`config.mk`:
```
export PLATFORM = sky130hd
export DESIGN_NAME = dbg_disp_mux
export DESIGN_NICKNAME = d
export VERILOG_FILES = /design/src/rtl/dbg_disp_pkg.sv /design/src/rtl/sseg_digit_dec.sv /design/src/rtl/dbg_disp_mux.sv
export SDC_FILE = /design/constraint.sdc
export NUM_CORES = 1
export LEC_CHECK = 0
export ABC_AREA = 1
export CORE_UTILIZATION = 48
export DETAILED_ROUTE_END_ITERATION = 16
export GPL_TIMING_DRIVEN = 1
export PLACE_DENSITY = 0.86
export RECOVER_POWER = 50
export SLEW_MARGIN = 20
export SYNTH_ARGS = -nofsm -noshare
export SYNTH_HDL_FRONTEND = slang
export SYNTH_SLANG_ARGS = --single-unit
```
`constraint.sdc`:
```
create_clock -name clk_100M -period 2.8 [get_ports clk_100M]
set_input_delay 0.84 -clock clk_100M [delete_from_list [all_inputs] [get_ports clk_100M]]
set_output_delay 0.84 -clock clk_100M [all_outputs]
set_load 0.02 [all_outputs]
```
`src/rtl/dbg_disp_pkg.sv`:
```
// Shared 7-segment encodings and constants for the CPU debug display path.
// Segment vectors are active-low, ordered {g,f,e,d,c,b,a}.
package dbg_disp_pkg;

   localparam logic [6:0] SEG_BLANK = 7'h7F;
   // Widest anode vector; narrower displays take the low bits.
   localparam logic [7:0] AN_OFF = 8'hFF;

   function automatic logic [6:0] hex_to_seg(input logic [3:0] nibble);
      logic [6:0] seg;
      seg = SEG_BLANK;
      unique case (nibble)
         4'h0: seg = 7'h40;
         4'h1: seg = 7'h79;
         4'h2: seg = 7'h24;
         4'h3: seg = 7'h30;
         4'h4: seg = 7'h19;
         4'h5: seg = 7'h12;
         4'h6: seg = 7'h02;
         4'h7: seg = 7'h78;
         4'h8: seg = 7'h00;
         4'h9: seg = 7'h10;
         4'hA: seg = 7'h08;
         4'hB: seg = 7'h03;
         4'hC: seg = 7'h46;
         4'hD: seg = 7'h21;
         4'hE: seg = 7'h06;
         4'hF: seg = 7'h0E;
         default: seg = SEG_BLANK;
      endcase
      return seg;
   endfunction

endpackage

```
`src/rtl/sseg_digit_dec.sv`:
```
// Combinational decode of one hex digit (with blanking and decimal point)
// to the active-low {dp,g,f,e,d,c,b,a} segment bus.
module sseg_digit_dec
   import dbg_disp_pkg::*;
(
   input  logic [3:0] nibble_i,
   input  logic       blank_i,
   input  logic       dp_i,
   output logic [7:0] sseg_o
);

   logic [6:0] seg;

   always_comb begin
      seg = hex_to_seg(nibble_i);
      if (blank_i) begin
         seg = SEG_BLANK;
      end
      // The decimal point stays live even on a blanked digit.
      sseg_o = {dp_i, seg};
   end

endmodule

```
`src/rtl/dbg_disp_mux.sv`:
```
// Debug display multiplexer: picks one of N_SRC debug words (manual or auto-cycled),
// optionally freezes it, and scans it as hex onto a common-anode 7-segment display.
module dbg_disp_mux
   import dbg_disp_pkg::*;
#(
   parameter int unsigned N_SRC      = 4,
   parameter int unsigned N_DIGITS   = 8,
   parameter int unsigned SCAN_CNT_W = 17,
   parameter int unsigned AUTO_CNT_W = 27
) (
   input  logic                          clk_100M,
   input  logic                          rst,
   input  logic [N_SRC*4*N_DIGITS-1:0]   src_data,
   input  logic [$clog2(N_SRC)-1:0]      sel,
   input  logic                          auto_en,
   input  logic                          freeze,
   input  logic                          blank_lz,
   input  logic [N_DIGITS-1:0]           dp_in,
   output logic [N_DIGITS-1:0]           an,
   output logic [7:0]                    sseg,
   output logic [$clog2(N_SRC)-1:0]      cur_src
);

   localparam int unsigned W     = 4 * N_DIGITS;
   localparam int unsigned SEL_W = $clog2(N_SRC);
   localparam int unsigned IDX_W = (N_DIGITS > 1) ? $clog2(N_DIGITS) : 1;

   logic [SCAN_CNT_W-1:0] scan_cnt_q, scan_cnt_d;
   logic [IDX_W-1:0]      idx_q, idx_d;
   logic [AUTO_CNT_W-1:0] auto_cnt_q, auto_cnt_d;
   logic [SEL_W-1:0]      cur_src_q, cur_src_d;
   logic [W-1:0]          view_q, view_d;
   logic [N_DIGITS-1:0]   an_q, an_d;
   logic [7:0]            sseg_q, sseg_d;

   logic [W-1:0]          src_word;
   logic [3:0]            dig_nibble;
   logic                  dig_dp;
   logic                  dig_blank;
   logic [N_DIGITS-1:0]   zero_from;
   logic                  zero_acc;

   // Source mux driven by the latched index, not by sel directly.
   always_comb begin
      src_word = '0;
      for (int k = 0; k < int'(N_SRC); k++) begin
         if (cur_src_q == SEL_W'(k)) begin
            src_word = src_data[k*W +: W];
         end
      end
   end

   // zero_from[i]: every nibble from position i up to the top is zero.
   always_comb begin
      zero_from = '0;
      zero_acc  = 1'b1;
      for (int i = int'(N_DIGITS) - 1; i >= 0; i--) begin
         zero_acc     = zero_acc & (view_q[4*i +: 4] == 4'h0);
         zero_from[i] = zero_acc;
      end
   end

   always_comb begin
      dig_nibble = 4'h0;
      dig_dp     = 1'b1;
      dig_blank  = 1'b0;
      for (int i = 0; i < int'(N_DIGITS); i++) begin
         if (idx_q == IDX_W'(i)) begin
            dig_nibble = view_q[4*i +: 4];
            dig_dp     = dp_in[i];
            dig_blank  = blank_lz && (i != 0) && zero_from[i];
         end
      end
   end

   sseg_digit_dec u_digit_dec (
      .nibble_i (dig_nibble),
      .blank_i  (dig_blank),
      .dp_i     (dig_dp),
      .sseg_o   (sseg_d)
   );

   always_comb begin
      scan_cnt_d = scan_cnt_q + 1'b1;

      idx_d = idx_q;
      if (&scan_cnt_q) begin
         idx_d = (idx_q == IDX_W'(N_DIGITS - 1)) ? '0 : idx_q + 1'b1;
      end

      // Holding the counter at zero while manual makes each auto run start fresh.
      auto_cnt_d = auto_en ? auto_cnt_q + 1'b1 : '0;

      cur_src_d = cur_src_q;
      if (auto_en) begin
         if (&auto_cnt_q) begin
            cur_src_d = (cur_src_q == SEL_W'(N_SRC - 1)) ? '0 : cur_src_q + 1'b1;
         end
      end else if (32'(sel) >= N_SRC) begin
         cur_src_d = '0;
      end else begin
         cur_src_d = sel;
      end

      view_d = freeze ? view_q : src_word;

      an_d = ~(N_DIGITS'(1) << idx_q);
   end

   always_ff @(posedge clk_100M) begin
      if (rst) begin
         scan_cnt_q <= '0;
         idx_q      <= '0;
         auto_cnt_q <= '0;
         cur_src_q  <= '0;
         view_q     <= '0;
         an_q       <= AN_OFF[N_DIGITS-1:0];
         sseg_q     <= 8'hFF;
      end else begin
         scan_cnt_q <= scan_cnt_d;
         idx_q      <= idx_d;
         auto_cnt_q <= auto_cnt_d;
         cur_src_q  <= cur_src_d;
         view_q     <= view_d;
         an_q       <= an_d;
         sseg_q     <= sseg_d;
      end
   end

   assign an      = an_q;
   assign sseg    = sseg_q;
   assign cur_src = cur_src_q;

endmodule

```
Word level (Yosys, flattened, before mapping):

Memory sizes are Yosys's and may differ from the RTL's. A register that Yosys moved wholly into a read port is not among the register bits.
Index checks and enable logic that the tools add are counted.

* output and inout bits: 18
* memories kept: 1
* input bits: 143
* ROM bits: 112
* flip-flop bits (word level): 90
* logic and storage cells: 83

* reduce and logical (&&, ||, !) cells: 20
* shifts and indexed selects: 1
* add/subtract/negate cells: 4
* muxes and demuxes: 31
* equal/unequal tests: 11
* bitwise logic cells: 8

Memories
* (no name shown): depth 16, bits a word 7, rd ports 1, clocked after Yosys merged registers in 1, write ports 0, RTL line dbg_disp_pkg.sv:12 `unique case (nibble)`

Operators with widths (count)
* 2-to-1 mux 32 bit: 4
* 2-to-1 mux 4 bit: 8
* logical NOT 4 bit: 7
* adder 27 x 1 -> 27 bit (second input constant): 1
* AND reduction 27 bit: 1
* adder 17 x 1 -> 17 bit (second input constant): 1
* AND reduction 17 bit: 1
* 2-to-1 mux 1 bit: 15
* == test 3 bit (second input constant): 4
* inverter 8 bit: 1
* left shift 1 x 3 -> 8 bit (first input constant): 1
* logical AND 1 bit: 7
* bitwise AND 1 bit: 6
* == test 3 x 2 -> 1 bit (second input constant): 2
* 2-to-1 mux 2 bit: 3
* == test 2 bit (second input constant): 2
* OR reduction 2 bit: 2
* adder 3 x 1 -> 3 bit (second input constant): 1
* == test 3 x 1 -> 1 bit (second input constant): 1
* logical NOT 3 bit: 1
* 2-to-1 mux 3 bit: 1
* adder 2 x 1 -> 2 bit (second input constant): 1
* == test 2 x 1 -> 1 bit (second input constant): 1
* logical NOT 2 bit: 1
* 2 further kinds: 2

Depth between registers and ports, before layout:

Gate-level depths: netlist of run 1.

* depth in word-level cells: 16
* gate-level depth with buffers: 19
* mapped depth without buffers: 19

Hierarchy:

From an unflattened synthesis of run 1, not the netlist that was laid out.

* cells, all modules: 943
* area total of the unflattened synthesis: 5962.0 µm²

Modules (own cells, without submodules)
* dbg_disp_mux: area each 5661.7 µm², cells each 891, sequential area each 1941.9 µm², instances 1
* sseg_digit_dec: area each 300.3 µm², cells each 52, sequential area each 0.0 µm², instances 1

Worst setup path before layout of run 1:

OpenSTA, ideal clock, no wires.

* kind: register to register
* from: register idx_q[0]
* to: register sseg_q[3], in the netlist sseg[3]
* stages on the path, launching flop included: 15
* period minus slack after synthesis: 2118 ps
* required time: 2672 ps
* path slack: 682 ps
* setup time: 128 ps
* buffers on the path: 0
* arrival: 1990 ps
* path through: dfxtp_1 ha_1 ha_1 inv_1 nand3_1 nand3_1 nand3_1 nand2_1 a21oi_1 inv_1 ha_1 nand3_1 nand2_1 nand2_1 nand3_1

* word-level cells in the longest chain between the ends: 9
* elaborated cells between the ends (all ways): 24
* those cells by class: eq/ne: 7; mux: 15; reduce/logical: 2

Ends and longest elaborated chain
* start, declared: RTL line dbg_disp_mux.sv:29 `logic [IDX_W-1:0] idx_q, idx_d;`
* start signal, assigned: RTL line dbg_disp_mux.sv:121 `idx_q <= idx_d;`
* == test 3 x 1 -> 1 bit or logical NOT 3 bit (tied branches): RTL line dbg_disp_mux.sv:68 `if (idx_q == IDX_W'(i)) begin`
* 2-to-1 mux 1 bit or 2-to-1 mux 4 bit (tied branches) (7 in a row): RTL line dbg_disp_mux.sv:68
* OR reduction 2 bit (no line) or 2-to-1 mux 4 bit (tied branches)
* end, declared: RTL line dbg_disp_mux.sv:34 `logic [7:0] sseg_q, sseg_d;`

Several ways; a longest one is shown, not always the timed one.
A chain may end at the register's enable or synchronous reset.

Worst setup path after layout of run 1:

Ends and elaborated chain as after synthesis.

==> qor.csv, run 1 <==
stage,metric,value,unit
timing,Final Slew Violations,0,
clock_network,clock buffer depth,2,
setup_path,Max Fanout on Critical Path,7,
clock_network,Clock Pin Slew Worst Setup and Hold Paths,0.07,ns
routing,post-DR wirelength/cell,13.7,um
synthesis,Yosys reg bits,97,
floorplanning,Core Area,0.0114,mm^2
placement,placed cell count,1092,
power,VDD IR-drop max,0.000430,V
grt,initial antenna violation count,0,
timing,Final TNS setup,0,ns
setup_path,R2R cell count,14,
layout,ant diodes,0,
timing,clk_skew,0.00801,ns
placement,hpwl dp,11500,um
layout,share of layout cells above drive strength 1,6.74,%
synthesis,Post-synth EDFFs,0,
synthesis,Synth area leaders,"dfxtp_1, nand2_1, a21oi_1",
timing,Final Hold Fails,0,
routing,drc violations,0,
floorplanning,Initial Utilization,49.2,%
power,Switch Pwr,899,uW
power,Sequential Power Share,41.4,%
clock_network,htree depth,3,
synthesis,Yosys warning total,0,
min_path,HP Class,reg2reg,
routing,Routed Antenna Nets,0,
synthesis,synth unique cells,45,
routing,Vias,5893,
synthesis,post-synthesis instance total,816,
power,internal power,2.68,mW
grt,largest net degree at the start of global routing,65,
synthesis,Async SR Flop Fraction,0,%
timing,RSZ-0062 raised after global routing,false,
routing,DR vias/cell,5.32,
setup_path,Worst EP required,3.02,ns
synthesis,Synth Flop Type,dfxtp_1,
power,sw frac,25.2,%
synthesis,cell accounting for the most synthesized area,dfxtp_1,
clock_network,clock sinks,97,
timing,final critical-path share of the clock period,88.7,%
power,Pleak,3.15,nW
clock_network,hold buffers post-CTS,0,
floorplanning,Top-Level Pins,161,
grt,vias in the first global route,5501,
layout,Nets,1121,
floorplanning,Die Height,110,um
placement,dpl ws,0.354,ns
synthesis,Synth top area share,34.7,%
placement,GP Congestion,0.918,
min_path,hold path cells,1,
setup_path,Critical Path AT,2.70,ns
grt,grt ovf,0,
clock_network,Root Driver,clkbuf_16,
grt,Tot GR Track Use,26.5,%
clock_network,post-CTS setup buffer count,0,
layout,Non-Filler Instances,1108,
floorplanning,DIE WIDTH,110,um
grt,first-pass GRT wire length,24900,um
routing,initial drt markers,291,
timing,Setup WS post-layout,0.316,ns
setup_path,startpoint types,flop,
synthesis,post-synthesis sequential area ratio,34.7,%
routing,DRT Pass-1 Iters,7,
setup_path,CP endpoint kind,flop,
timing,Slew HR,35.1,%
timing,final setup vio count,0,
clock_network,worst-skew pair later-pin latency,0.35,ns
synthesis,mapped cell area,0.00559,mm^2
timing,Slew @ Worst Pin,0.973,ns
power,clock group share of total power,40.4,%
flow_run,Max-Cap Viols,0,
routing,final wirelength,15200,um
power,PD cells,469,mW/mm^2
status,status,completed,
timing,crit path time final,2.48,ns
floorplanning,Die ar.,0.0121,mm^2
setup_path,Setup Crit Path Kind,reg2reg,
clock_network,CTS resizes,0,
floorplanning,row count,39,
clock_network,CTS buffer count,9,
synthesis,Syn Area/Cell,6.85,um^2
synthesis,syn_nets,977,
power,Comb power frac,18.2,%
timing,fmax,403,MHz
layout,synth-to-layout area growth,36.3,%
placement,PortBufs,160,
clock_network,TritonCTS clock tree,built,
[worst max-delay path, cell delays in order (launching register included)]
cell and delay [ns]:
dfxtp_1 0.41, ha_1 0.21, ha_1 0.29, inv_1 0.15
nand3_1 0.11, nand3_1 0.07, nand3_1 0.08, nand2_1 0.07
a21oi_1 0.29, inv_1 0.14, ha_1 0.23, nand3_1 0.12
nand2_1 0.07, nand2_1 0.05, nand3_1 0.06
[stage by stage]
stage | util (%) | power, mW | instance area [um^2] | hold WS (ns)
after floorplan | - | 1.83 | 5590 | 0.413
after global placement | 64.2 | 2.15 | 7300 | 0.425
after detailed placement | 64.2 | 2.16 | 7300 | 0.450
after CTS | 67.3 | 3.59 | 7650 | 0.466
after global routing | 67.0 | 3.73 | 7620 | 0.489
final | 67.0 | 3.58 | 7620 | 0.457
[layer usage]
metal  part of all wire (%)  global-route usage, %
met4                    1.6                   7.24
met2                     51                   48.9
met1                     41                   30.4
met3                    5.6                   5.81
met5                      0                      0
[synthesized netlist by cell type, types with 5 or more instances]
cell,number
dfxtp_1,97
ha_1,18
a21oi_1,87
a221oi_1,7
nand2_1,187
nand2_2,11
nand3_1,40
nand4_1,7
a22oi_1,32
inv_1,79
nor3_1,16
nor4_1,5
buf_1,6
clkbuf_1,28
nor2_1,61
o21ai_0,73
o21ai_1,6
[state kept, by name (all words and copies together), names as in the netlist]
signal      count
auto_cnt_q     27
scan_cnt_q     17
cur_src         2
idx_q           3
an              8
sseg            8
view_q         32
[cell usage in the layout, fill, tap and decap left out, drive strengths merged]
| master | Yosys | final |
|---|---|---|
| nor4 | 7 | 7 |
| a221oi | 7 | 7 |
| clkinvlp | 0 | 2 |
| nand2 | 201 | 201 |
| nor2 | 68 | 68 |
| dlygate4sd3 | 0 | 2 |
| inv | 83 | 84 |
| a211oi | 1 | 1 |
| a21oi | 88 | 88 |
| nor3b | 2 | 2 |
| nand4 | 9 | 9 |
| xnor2 | 3 | 3 |
| and3 | 2 | 2 |
| nand3b | 1 | 1 |
| dfxtp | 97 | 97 |
| nand3 | 44 | 44 |
| o21bai | 1 | 1 |
| or2 | 5 | 5 |
| nor3 | 20 | 20 |
| xor2 | 3 | 3 |
| a22oi | 32 | 32 |
| bufinv | 0 | 3 |
| ha | 18 | 18 |
| clkbuf | 28 | 14 |
| clkdlybuf4s50 | 0 | 158 |
| buf | 10 | 7 |
| clkinv | 1 | 1 |
| o221ai | 1 | 1 |
| o21a | 4 | 4 |
| o21ai | 80 | 80 |
[worst paths after layout]
| check | from | endpoint | slack (ns) |
|---|---|---|---|
| hold reg to reg | scan_cnt_q[0]$_SDFF_PP0_ | scan_cnt_q[0]$_SDFF_PP0_ | 0.46 |
| hold / removal | scan_cnt_q[0]$_SDFF_PP0_ | scan_cnt_q[0]$_SDFF_PP0_ | 0.46 |
| setup / recovery | idx_q[0]$_SDFFE_PP0P_ | sseg[3]$_SDFF_PP1_ | 0.32 |
| setup reg to reg | idx_q[0]$_SDFFE_PP0P_ | sseg[3]$_SDFF_PP1_ | 0.32 |
[kinds of logic after synthesis]
logic type	synth area share (%)
fa+ha+maj	4.03
flops	34.7
simple gates	29.9
buf+inv	8.59
compound gates	21.8
xor+xnor	0.940
[power groups by stage]
stage | clock [mW] | sequential [mW] | combinational [mW]
3_5_place_dp | 0 | 1.51 | 0.652
3_3_place_gp | 0 | 1.51 | 0.644
6_report | 1.44 | 1.48 | 0.652
4_1_cts | 1.46 | 1.48 | 0.656
5_1_grt | 1.51 | 1.49 | 0.729
2_1_floorplan | 0 | 1.52 | 0.310
[final cells by class]
type                    instances  area [um^2]
inverters                      84          320
well taps                     143          179
clock buffers                  10          239
flip-flops and latches         97         1940
repair buffers                171         1670
clock inverters                 6          114
fillers                       985         3750
multi-input cells             597         3160
Note: power is estimated with default switching activity, not from simulation.
==> run 2, diff against run 1 <==
--- a/config.mk
+++ b/config.mk
@@ -7,6 +7,7 @@
 export LEC_CHECK = 0
 export ABC_AREA = 1
 export CORE_UTILIZATION = 48
+export CTS_CLUSTER_SIZE = 25
 export DETAILED_ROUTE_END_ITERATION = 16
 export GPL_TIMING_DRIVEN = 1
 export PLACE_DENSITY = 0.86
==> results of run 2 <==
No change in the layout: final DEF, timing and power equal those of run 1.
==> RTL change, RTL diff (config.mk and constraints of run 2) <==
The parameter `N_SRC` goes from 4 to 2.
--- a/src/rtl/dbg_disp_mux.sv
+++ b/src/rtl/dbg_disp_mux.sv
@@ -4,5 +4,5 @@
    import dbg_disp_pkg::*;
 #(
-   parameter int unsigned N_SRC      = 4,
+   parameter int unsigned N_SRC      = 2,
    parameter int unsigned N_DIGITS   = 8,
    parameter int unsigned SCAN_CNT_W = 17,
Interface: changed (resized cur_src, sel and src_data); port bits go from 161 to 95. No check against the original RTL was run, so the function may have changed too.
==> RTL change against run 2 <==
- synthesized area down 9.8%
- sequential power down 3%
- final area down 17%
- highest routed layer unchanged
- via count down 21%
- power down 21%
- clock skew up 0.0024 ns
- setup slack better by 0.0085 ns
- critical path depth up 3
- wire length down 29%
- sequential cell count down 1
- maximum frequency up 0.34%
==> RTL change: results (changes against run 2) <==
Placement
  – Hpwl dp: 8.120 mm (was 11.52 mm)
  – GP Congestion: 0.8784 (was 0.9176)
  – PortBufs: 94 (was 160)

Layout
  – N_diodes: 0 (unchanged)
  – Regs by FF count: view_q x32, auto_cnt_q x27, scan_cnt_q x17 (unchanged)
  – Fillers: 922 (was 985)
  – NumNets Final: 890 (was 1121)
  – Layout cell share with drive strength beyond 1: 9.963% (was 6.736%)

Global routing
  – First-pass GRT wire length: 19.09 mm (was 24.90 mm)
  – Vias in the first global route: 4437 (was 5501)
  – Antenna violations before repair: 0 (unchanged)
  – Largest net degree at the start of global routing: 65 (unchanged)
  – GR Util All Layers: 21.22% (was 26.47%)

Logic synthesis
  – Top cells by count, synth: inv_1 (131), nand2_1 (123), dfxtp_1 (96) (was nand2_1 (187), dfxtp_1 (97), a21oi_1 (87))
  – Asr flop ratio synth: 0% (unchanged)
  – Cell variety after synth: 36 (was 45)
  – Ranking of synthesized cells by area: dfxtp_1 (38%), inv_1 (9.7%), nand2_1 (9.2%) (was dfxtp_1 (35%), nand2_1 (13%), a21oi_1 (7.8%))
  – Commonest register cell after synthesis: dfxtp_1 (unchanged)
  – Yosys warning count: 0 (unchanged)
  – Syn nets: 799 (was 977)
  – Sequential-to-total area share from yosys stat: 38.10% (was 34.72%)

Pwr
  – Static Leak: 0.002753 uW (was 0.003152 uW)
  – Worst vdd ir: 0.0002124 V (was 0.0004299 V)
  – Sw Share: 24.05% (was 25.15%)

Detailed routing
  – Drt pass-1 iters: 5 (was 7)
  – WL/cell: 11.52 um (was 13.75 um)
  – DR vias/cell: 4.931 (was 5.319)
  – Iteration-0 DRC Markers: 216 (was 291)

Worst hold path
  – Hold Crit Class: reg2reg (unchanged)

Timing
  – Final setup violation count: 0 (unchanged)
  – Worst-Margin Slew: 0.9526 ns (was 0.9733 ns)
  – Final Skew: 0.01042 ns (was 0.008010 ns)

Status
  – Status: completed (unchanged)

CTS
  – Post_cts resized: 0 (unchanged)
  – Clk_lat worst skew: 0.36 ns
  – # Post-CTS Setup Buffers: 0 (unchanged)
  – H-tree levels: 3 (unchanged)
  – Root Buffer: clkbuf_8 (was clkbuf_16)
  – Cts bufs inserted: 9 (unchanged)
  – Clk slew on worst S/H paths: 0.09 ns (was 0.07 ns)
  – Max Root-Sink Buffers: 2 (unchanged)

Worst setup path
  – Crit Path Max Fanout: 8 (was 7)
  – Worst EP arrival: 2.74 ns (was 2.70 ns)
RTL change: cells by family (layout without fill, tap and decap cells):
group                      after synthesis  in the layout  synth area share [%]
and+or+nand+nor                        271            271                 24.78
buffers and inverters                  158            254                 11.93
AOI/OAI and AO/OA                      126            126                 12.85
DFF                                     96             96                 38.10
muxes                                   32             32                 7.143
adders and majority gates               14             14                 3.472
xor gates and xnor gates                10             10                 1.736
RTL change: per-stage QoR:
step,hold WS (ns),worst slack [ns],instances,area [um2]
after global routing,0.4712,0.08191,939,6325
after detailed placement,0.4479,0.3740,923,6117
after global placement,0.4238,0.4655,923,6117
after CTS,0.4602,0.3574,939,6335
final,0.4591,0.3241,939,6325
after floorplan,0.4132,0.6699,707,5045
RTL change: layout make-up:
cell class	instances	share of cell area (%)
multi-input combinational	453	39.86
sequential	96	30.39
timing repair buffer	100	15.35
inverter	138	8.269
clock buffer	14	2.888
tap	136	2.690
clock inverter	2	0.5539
RTL change: path summary, 6_finish.rpt:
check,from,end,slack [ns],cells past startpoint
worst min-delay path,scan_cnt_q[0],scan_cnt_q[0],0.46,1
worst max register to register,idx_q[0],sseg[1],0.32,17
worst min register to register,scan_cnt_q[0],scan_cnt_q[0],0.46,1
worst max-delay path,idx_q[0],sseg[1],0.32,17
RTL change: worst max-delay path: stages, from the launching register on:
cell     delay (ns)
dfxtp_1        0.41
ha_1           0.34
inv_1          0.11
nor2_2         0.18
nand2_1        0.07
nand3_1        0.09
nand3_1        0.08
nand2_1        0.09
nand2_1        0.05
nand2_1        0.09
nand2_1        0.05
nand2_1        0.09
nand2_1        0.13
ha_1           0.30
nand2_1        0.08
nor2_1         0.05
nor2_1         0.09
nand2_1        0.05
RTL change: metal layers:
layer  vias to the layer above  global-route usage (%)  part of all wire, %
li1                       2428                       -                    -
met1                      2059                   25.87                   46
met2                       117                   36.19                   46
met3                        26                   3.509                  4.8
met4                         0                   10.20                  2.7
met5                         -                       0                    0
RTL change: power groups by stage:
stage | sequential, uW | combinational (uW) | clock (uW)
2_1_floorplan | 1490 | 213 | 0
6_report | 1440 | 413 | 968
3_3_place_gp | 1470 | 405 | 0
4_1_cts | 1440 | 417 | 991
5_1_grt | 1450 | 463 | 1050
3_5_place_dp | 1480 | 414 | 0
